==> config.mk <==
export PLATFORM = sky130hd
export DESIGN_NAME = cache_stats_controller_flat
export DESIGN_NICKNAME = d
export VERILOG_FILES = /design/src/rtl/cache_stats_if.sv /design/src/rtl/cache_stats_controller.sv /design/src/flat_wrapper.sv
export SDC_FILE = /design/constraint.sdc
export NUM_CORES = 1
export LEC_CHECK = 0
export BUFFER_PORTS_ARGS = -buffer_cell sky130_fd_sc_hd__buf_4
export CORE_ASPECT_RATIO = 0.75
export CORE_MARGIN = 4
export CORE_UTILIZATION = 50
export CTS_BUF_LIST = sky130_fd_sc_hd__clkbuf_4
export CTS_CLUSTER_DIAMETER = 40
export DETAILED_ROUTE_END_ITERATION = 12
export PLACE_DENSITY = 0.86
export SYNTH_ARGS = -nofsm -noshare
export SYNTH_HDL_FRONTEND = slang
export SYNTH_SLANG_ARGS = --single-unit
==> constraint.sdc <==
create_clock -name clk -period 9.2 [get_ports clk]
set_clock_uncertainty 0.05 [all_clocks]
set_input_delay 0.46 -clock clk [delete_from_list [all_inputs] [get_ports clk]]
set_output_delay 0.46 -clock clk [all_outputs]
set_load 0.02 [all_outputs]
==> src/rtl/cache_stats_if.sv <==
// cache_stats_if: event inputs and statistics outputs of the cache statistics controller
interface cache_stats_if #(parameter int CNT_W = 32);
  logic clear, trace_end;
  logic dc_ev_valid, dc_ev_write, dc_ev_hit;
  logic ic_ev_valid, ic_ev_hit;
  logic [CNT_W-1:0] dc_reads, dc_read_hit, dc_read_miss;
  logic [CNT_W-1:0] dc_writes, dc_write_hit, dc_write_miss;
  logic [CNT_W-1:0] ic_reads, ic_read_hit, ic_read_miss;
  logic done, late_event, overflow;
  modport master (
    output clear, trace_end, dc_ev_valid, dc_ev_write, dc_ev_hit, ic_ev_valid, ic_ev_hit,
    input  dc_reads, dc_read_hit, dc_read_miss, dc_writes, dc_write_hit, dc_write_miss,
    input  ic_reads, ic_read_hit, ic_read_miss, done, late_event, overflow
  );
  modport slave (
    input  clear, trace_end, dc_ev_valid, dc_ev_write, dc_ev_hit, ic_ev_valid, ic_ev_hit,
    output dc_reads, dc_read_hit, dc_read_miss, dc_writes, dc_write_hit, dc_write_miss,
    output ic_reads, ic_read_hit, ic_read_miss, done, late_event, overflow
  );
endinterface

==> src/rtl/cache_stats_controller.sv <==
// cache_stats_controller: saturating DC/IC hit/miss counters behind a one-entry stage,
// with a COUNT -> DRAIN -> DONE sequencer so counters are final when done rises.
module cache_stats_controller #(parameter int CNT_W = 32) (
  input logic clk,
  input logic rst,
  cache_stats_if.slave bus
);
  typedef enum logic [1:0] {COUNT, DRAIN, DONE} state_t;
  state_t r_state;
  logic r_dc_v, r_dc_w, r_dc_h, r_ic_v, r_ic_h;
  logic r_done, r_late, r_ovf;
  logic [CNT_W-1:0] r_cnt [9];
  logic [8:0] w_inc, w_sat;
  logic w_cap, w_ev;
  assign w_cap = r_state == COUNT;
  assign w_ev  = bus.dc_ev_valid | bus.ic_ev_valid | bus.trace_end;
  // index order: dc read total/hit/miss, dc write total/hit/miss, ic total/hit/miss
  assign w_inc = {r_ic_v & ~r_ic_h, r_ic_v & r_ic_h, r_ic_v,
                  r_dc_v & r_dc_w & ~r_dc_h, r_dc_v & r_dc_w & r_dc_h, r_dc_v & r_dc_w,
                  r_dc_v & ~r_dc_w & ~r_dc_h, r_dc_v & ~r_dc_w & r_dc_h, r_dc_v & ~r_dc_w};
  for (genvar i = 0; i < 9; i++) begin : g_sat
    assign w_sat[i] = &r_cnt[i];
  end
  always_ff @(posedge clk or posedge rst) begin
    if (rst) begin
      r_state <= COUNT;
      {r_dc_v, r_dc_w, r_dc_h, r_ic_v, r_ic_h} <= '0;
      {r_done, r_late, r_ovf} <= '0;
      r_cnt <= '{default: '0};
    end else if (bus.clear) begin
      r_state <= COUNT;
      {r_dc_v, r_dc_w, r_dc_h, r_ic_v, r_ic_h} <= '0;
      {r_done, r_late, r_ovf} <= '0;
      r_cnt <= '{default: '0};
    end else begin
      r_dc_v <= w_cap & bus.dc_ev_valid;
      r_dc_w <= bus.dc_ev_write;
      r_dc_h <= bus.dc_ev_hit;
      r_ic_v <= w_cap & bus.ic_ev_valid;
      r_ic_h <= bus.ic_ev_hit;
      for (int j = 0; j < 9; j++)
        if (w_inc[j] && !w_sat[j]) r_cnt[j] <= r_cnt[j] + CNT_W'(1);
      r_ovf   <= r_ovf | |(w_inc & w_sat);
      r_late  <= r_late | (!w_cap & w_ev);
      r_state <= w_cap ? (bus.trace_end ? DRAIN : COUNT) : DONE;
      r_done  <= !w_cap;
    end
  end
  assign bus.dc_reads      = r_cnt[0];
  assign bus.dc_read_hit   = r_cnt[1];
  assign bus.dc_read_miss  = r_cnt[2];
  assign bus.dc_writes     = r_cnt[3];
  assign bus.dc_write_hit  = r_cnt[4];
  assign bus.dc_write_miss = r_cnt[5];
  assign bus.ic_reads      = r_cnt[6];
  assign bus.ic_read_hit   = r_cnt[7];
  assign bus.ic_read_miss  = r_cnt[8];
  assign bus.done          = r_done;
  assign bus.late_event    = r_late;
  assign bus.overflow      = r_ovf;
endmodule

==> src/flat_wrapper.sv <==
// flat-port wrapper written by rule: the top's interface ports become plain ports
module cache_stats_controller_flat 
#(parameter int CNT_W = 32)
  (clk, rst, bus_clear, bus_trace_end, bus_dc_ev_valid, bus_dc_ev_write, bus_dc_ev_hit, bus_ic_ev_valid, bus_ic_ev_hit, bus_dc_reads, bus_dc_read_hit, bus_dc_read_miss, bus_dc_writes, bus_dc_write_hit, bus_dc_write_miss, bus_ic_reads, bus_ic_read_hit, bus_ic_read_miss, bus_done, bus_late_event, bus_overflow);
  cache_stats_if #(.CNT_W(CNT_W)) bus_i ();
  input logic clk;
  input logic rst;
  input wire logic [$bits(bus_i.clear)-1:0] bus_clear;
  input wire logic [$bits(bus_i.trace_end)-1:0] bus_trace_end;
  input wire logic [$bits(bus_i.dc_ev_valid)-1:0] bus_dc_ev_valid;
  input wire logic [$bits(bus_i.dc_ev_write)-1:0] bus_dc_ev_write;
  input wire logic [$bits(bus_i.dc_ev_hit)-1:0] bus_dc_ev_hit;
  input wire logic [$bits(bus_i.ic_ev_valid)-1:0] bus_ic_ev_valid;
  input wire logic [$bits(bus_i.ic_ev_hit)-1:0] bus_ic_ev_hit;
  output wire logic [$bits(bus_i.dc_reads)-1:0] bus_dc_reads;
  output wire logic [$bits(bus_i.dc_read_hit)-1:0] bus_dc_read_hit;
  output wire logic [$bits(bus_i.dc_read_miss)-1:0] bus_dc_read_miss;
  output wire logic [$bits(bus_i.dc_writes)-1:0] bus_dc_writes;
  output wire logic [$bits(bus_i.dc_write_hit)-1:0] bus_dc_write_hit;
  output wire logic [$bits(bus_i.dc_write_miss)-1:0] bus_dc_write_miss;
  output wire logic [$bits(bus_i.ic_reads)-1:0] bus_ic_reads;
  output wire logic [$bits(bus_i.ic_read_hit)-1:0] bus_ic_read_hit;
  output wire logic [$bits(bus_i.ic_read_miss)-1:0] bus_ic_read_miss;
  output wire logic [$bits(bus_i.done)-1:0] bus_done;
  output wire logic [$bits(bus_i.late_event)-1:0] bus_late_event;
  output wire logic [$bits(bus_i.overflow)-1:0] bus_overflow;
  assign bus_i.clear = bus_clear;
  assign bus_i.trace_end = bus_trace_end;
  assign bus_i.dc_ev_valid = bus_dc_ev_valid;
  assign bus_i.dc_ev_write = bus_dc_ev_write;
  assign bus_i.dc_ev_hit = bus_dc_ev_hit;
  assign bus_i.ic_ev_valid = bus_ic_ev_valid;
  assign bus_i.ic_ev_hit = bus_ic_ev_hit;
  assign bus_dc_reads = bus_i.dc_reads;
  assign bus_dc_read_hit = bus_i.dc_read_hit;
  assign bus_dc_read_miss = bus_i.dc_read_miss;
  assign bus_dc_writes = bus_i.dc_writes;
  assign bus_dc_write_hit = bus_i.dc_write_hit;
  assign bus_dc_write_miss = bus_i.dc_write_miss;
  assign bus_ic_reads = bus_i.ic_reads;
  assign bus_ic_read_hit = bus_i.ic_read_hit;
  assign bus_ic_read_miss = bus_i.ic_read_miss;
  assign bus_done = bus_i.done;
  assign bus_late_event = bus_i.late_event;
  assign bus_overflow = bus_i.overflow;
  cache_stats_controller #(.CNT_W(CNT_W)) u_core (.clk(clk), .rst(rst), .bus(bus_i));
endmodule
==> metrics.md <==
| Metric | Value |
|---|---|
| CP Buf/Inv Count | 0 |
| Count of cell types in the netlist | a little over 60 |
| Number of synthesis warnings | 0 |
| Leakage | between 8 and 9 nW |
| Drt pass-1 iters | 7 |
| Final hold violation count | 0 |
| Setup_tns | 0 ps |
| Final worst path period share | 0.334 |
| M2 GR Usage | 0.377 |
| Worst path slowest cell | o21ai_0 |
| Clock buffer depth | 3 |
| Die Span X | 212 um |
| Root Buffer | clkbuf_4 |
| Commonest non-fill, non-tap cell in the layout | buf_4 |
| Area growth from synthesis to layout | 22.7% |
| Die Span Y | 161 um |
| Most used cells in the layout excluding fill and tap cells | buf_4, dfrtp_1, nor2_1 |
| Final #Nets | about 2,000 |
| Gpl congestion | approximately 0.88 |
| Reg clk slew, reported paths | 70 ps |
| Number of vias per cell | between 5 and 6 |
| Num rows | 55 |
| Min-Delay Path Class | input pin to flip-flop |
| Total track usage | 0.251 |
| Post-synthesis register bit count | 297 |
| Ports | 300 |
| CP top delay family | simple AND/OR/NAND/NOR gates |
| Met3 Use GR | 0.0615 |
| Sequential-to-total area share from yosys stat | 0.478 |
| I/O Buffers | 299 |
| Status | complete, no violations |
| Ys async rst share | 1.00 |
| Initial Util | 0.511 |
| CP required | 9650 ps |
| Crit path max fanout | 14 |
| Final slew viol count | 0 |
| Hpwl dp | 30,000 um |
| Antenna violations before repair | 1 |
| Worst path max stage delay | 720 ps |
| Core ar. | 30,400 um2 |
| Final setup fails | 0 |
| Placed Cells | 2,300 |
| Synthesized Nets | 1,690 |
| RSZ-0062 raised after global routing | false |
| CTS tree | built |
| Pwr Density | approximately 130 nW/um2 |
| Final wirelength | 43,800 um |
| Layout cell share with drive strength beyond 1 | 0.225 |
| CP arrival | 3530 ps |
| Largest net degree at the start of global routing | 151 |
| Synth Flop Type | dfrtp_1 |
| CP endpoint kind | flip-flop |
| Clock Latency Late Sink | 690 ps |
| Maxcap violations | 0 |
| H-tree levels | 3 |
| Fin crit period | 3070 ps |
| TritonCTS Buffers | 79 |
| First-pass GRT wire length | 71,700 um |
| Worst vdd ir | 94.0 uV |
| Synth Area per Inst | ~9.3 um2 |
| Slew HR | 0.241 |
| DRT antenna net count | 0 |
| Cell Area, Synth | approximately 16,000 um2 |
| Post-synth EDFFs | 0 |
| Via count of the routed design | 14,100 |
| GRT busiest layer | met2 |
| Synth Instances | 1,672 |
| CP most frequent cell | and4_1 |
| Die ar. | 34,000 um2 |
| Mean routed wirelength per cell | 18.0 um |
| GR Layer Usage met1 | 0.353 |
| F_max | 0.325 GHz |
| Worst Max-Slew Pin Slew | 1140 ps |
| CP cell instances | and4_1 > and4_1 > nand4_1 > o21ai_0 > or3_1 > a21oi_1 |
| Iter 0 DRT Violations | 1,394 |
| Finished Layout Cells | 2,437 |
| Crit path launch type | flip-flop |
| Crit path kind | flip-flop to flip-flop |
| Clock Sinks | 297 |
| Global route overflow | 0 |
| # resized after CTS | 0 |
| DRC | 0 |
| Tot Pwr | 0.00253 W |
| Final hold slack | about 170 ps |
| Vias in the first global route | 13,600 |
layer usage:
metal  wire, um  share of wire  vias to the layer above
li1           -              -                     6558
met1      19100           0.44                     6843
met2      19800           0.45                      593
met3       3440          0.078                      100
met4       1510          0.034                        0
met5          0              0                        -
logic make-up (layout without fill, tap and decap cells):
logic type,count (synthesis),after routing,share of synthesized area
AND/OR/NAND/NOR,892,892,0.302
flip-flops,297,297,0.478
XOR/XNOR,231,231,0.130
buffers and inverters,118,483,0.0291
AO/OA/AOI/OAI,111,111,0.0439
multiplexers,14,14,0.00973
adder cells (fa/ha/maj),9,9,0.00724
other,0,1,0
registers in the layout (all words and copies together), names as in the netlist, 32 cells and up:
signal	flops
u_core.bus.dc_write_miss	32
u_core.bus.ic_read_miss	32
u_core.bus.ic_read_hit	32
u_core.bus.dc_read_miss	32
u_core.bus.dc_write_hit	32
u_core.bus.ic_reads	32
u_core.bus.dc_read_hit	32
u_core.bus.dc_reads	32
u_core.bus.dc_writes	32
final timing paths:
path                                             start                            to  slack (ps)  cells past startpoint
min reg2reg                      u_core.bus.late_event         u_core.bus.late_event         470                      2
min                                          bus_clear      u_core.bus.dc_writes[22]         170                      2
min in group asynchronous                          rst   u_core.bus.dc_write_miss[5]         520                      3
max                        u_core.bus.dc_write_miss[3]  u_core.bus.dc_write_miss[27]        6130                      6
max reg2reg                u_core.bus.dc_write_miss[3]  u_core.bus.dc_write_miss[27]        6130                      6
max in group asynchronous                          rst   u_core.bus.dc_read_miss[13]        7100                      4
worst reg2reg max path: cells and delay by family (launching register included):
kind               cells  cell delay (ps)
AOI/OAI and AO/OA      2              780
DFF                    1              440
and+or+nand+nor        4             1610
final cells by class:
type / instances / area, um2
Antenna cell: 1 / 2.50
Clock buffer: 110 / 826
Clock inverter: 19 / 101
Fill cell: 2497 / 11300
Inverter: 40 / 158
Multi-Input combinational cell: 1257 / 7680
Sequential cell: 297 / 7430
Tap cell: 399 / 499
Timing Repair Buffer: 314 / 2390
cells in the mapped netlist, types with 6 or more instances:
master,count,area (um2)
o21ai_0,36,180
xnor2_1,122,1070
nand2_1,91,342
and4_1,32,280
or4_1,11,82.6
xor2_1,109,955
or3_1,40,250
o31ai_1,6,45.0
nor4_2,9,113
and3_1,35,219
nor2_1,285,1070
nand3_1,118,591
nor2b_1,11,68.8
nor3_1,58,290
dfrtp_1,297,7430
inv_1,40,150
clkbuf_1,71,267
nor4b_1,6,52.6
a21oi_1,46,230
and2_1,21,131
nor4_1,51,319
nand4_1,98,613
ha_1,9,113
where the power goes:
group          internal [W]  switching (W)
Combinational     0.0000185      0.0000694
Sequential          0.00131     0.00000782
Clock              0.000575       0.000550
Total               0.00190       0.000627
metrics by stage:
| stage | cell area (um2) | worst slack [ps] | util |
|---|---|---|---|
| 5_1_grt | 19100 | 5890 | 0.628 |
| 3_3_place_gp | 18100 | 6410 | 0.595 |
| 3_5_place_dp | 18100 | 6190 | 0.595 |
| 6_report | 19100 | 6130 | 0.628 |
| 2_1_floorplan | 15600 | 486 | - |
| 4_1_cts | 19100 | 6160 | 0.628 |
repair_timing:
action / in CTS / in global routing
endpoints found under the hold margin: 108 / 0
buffers inserted: 0 / 0
hold buffers: 7 / 0
(Power assumes the default switching activity.)
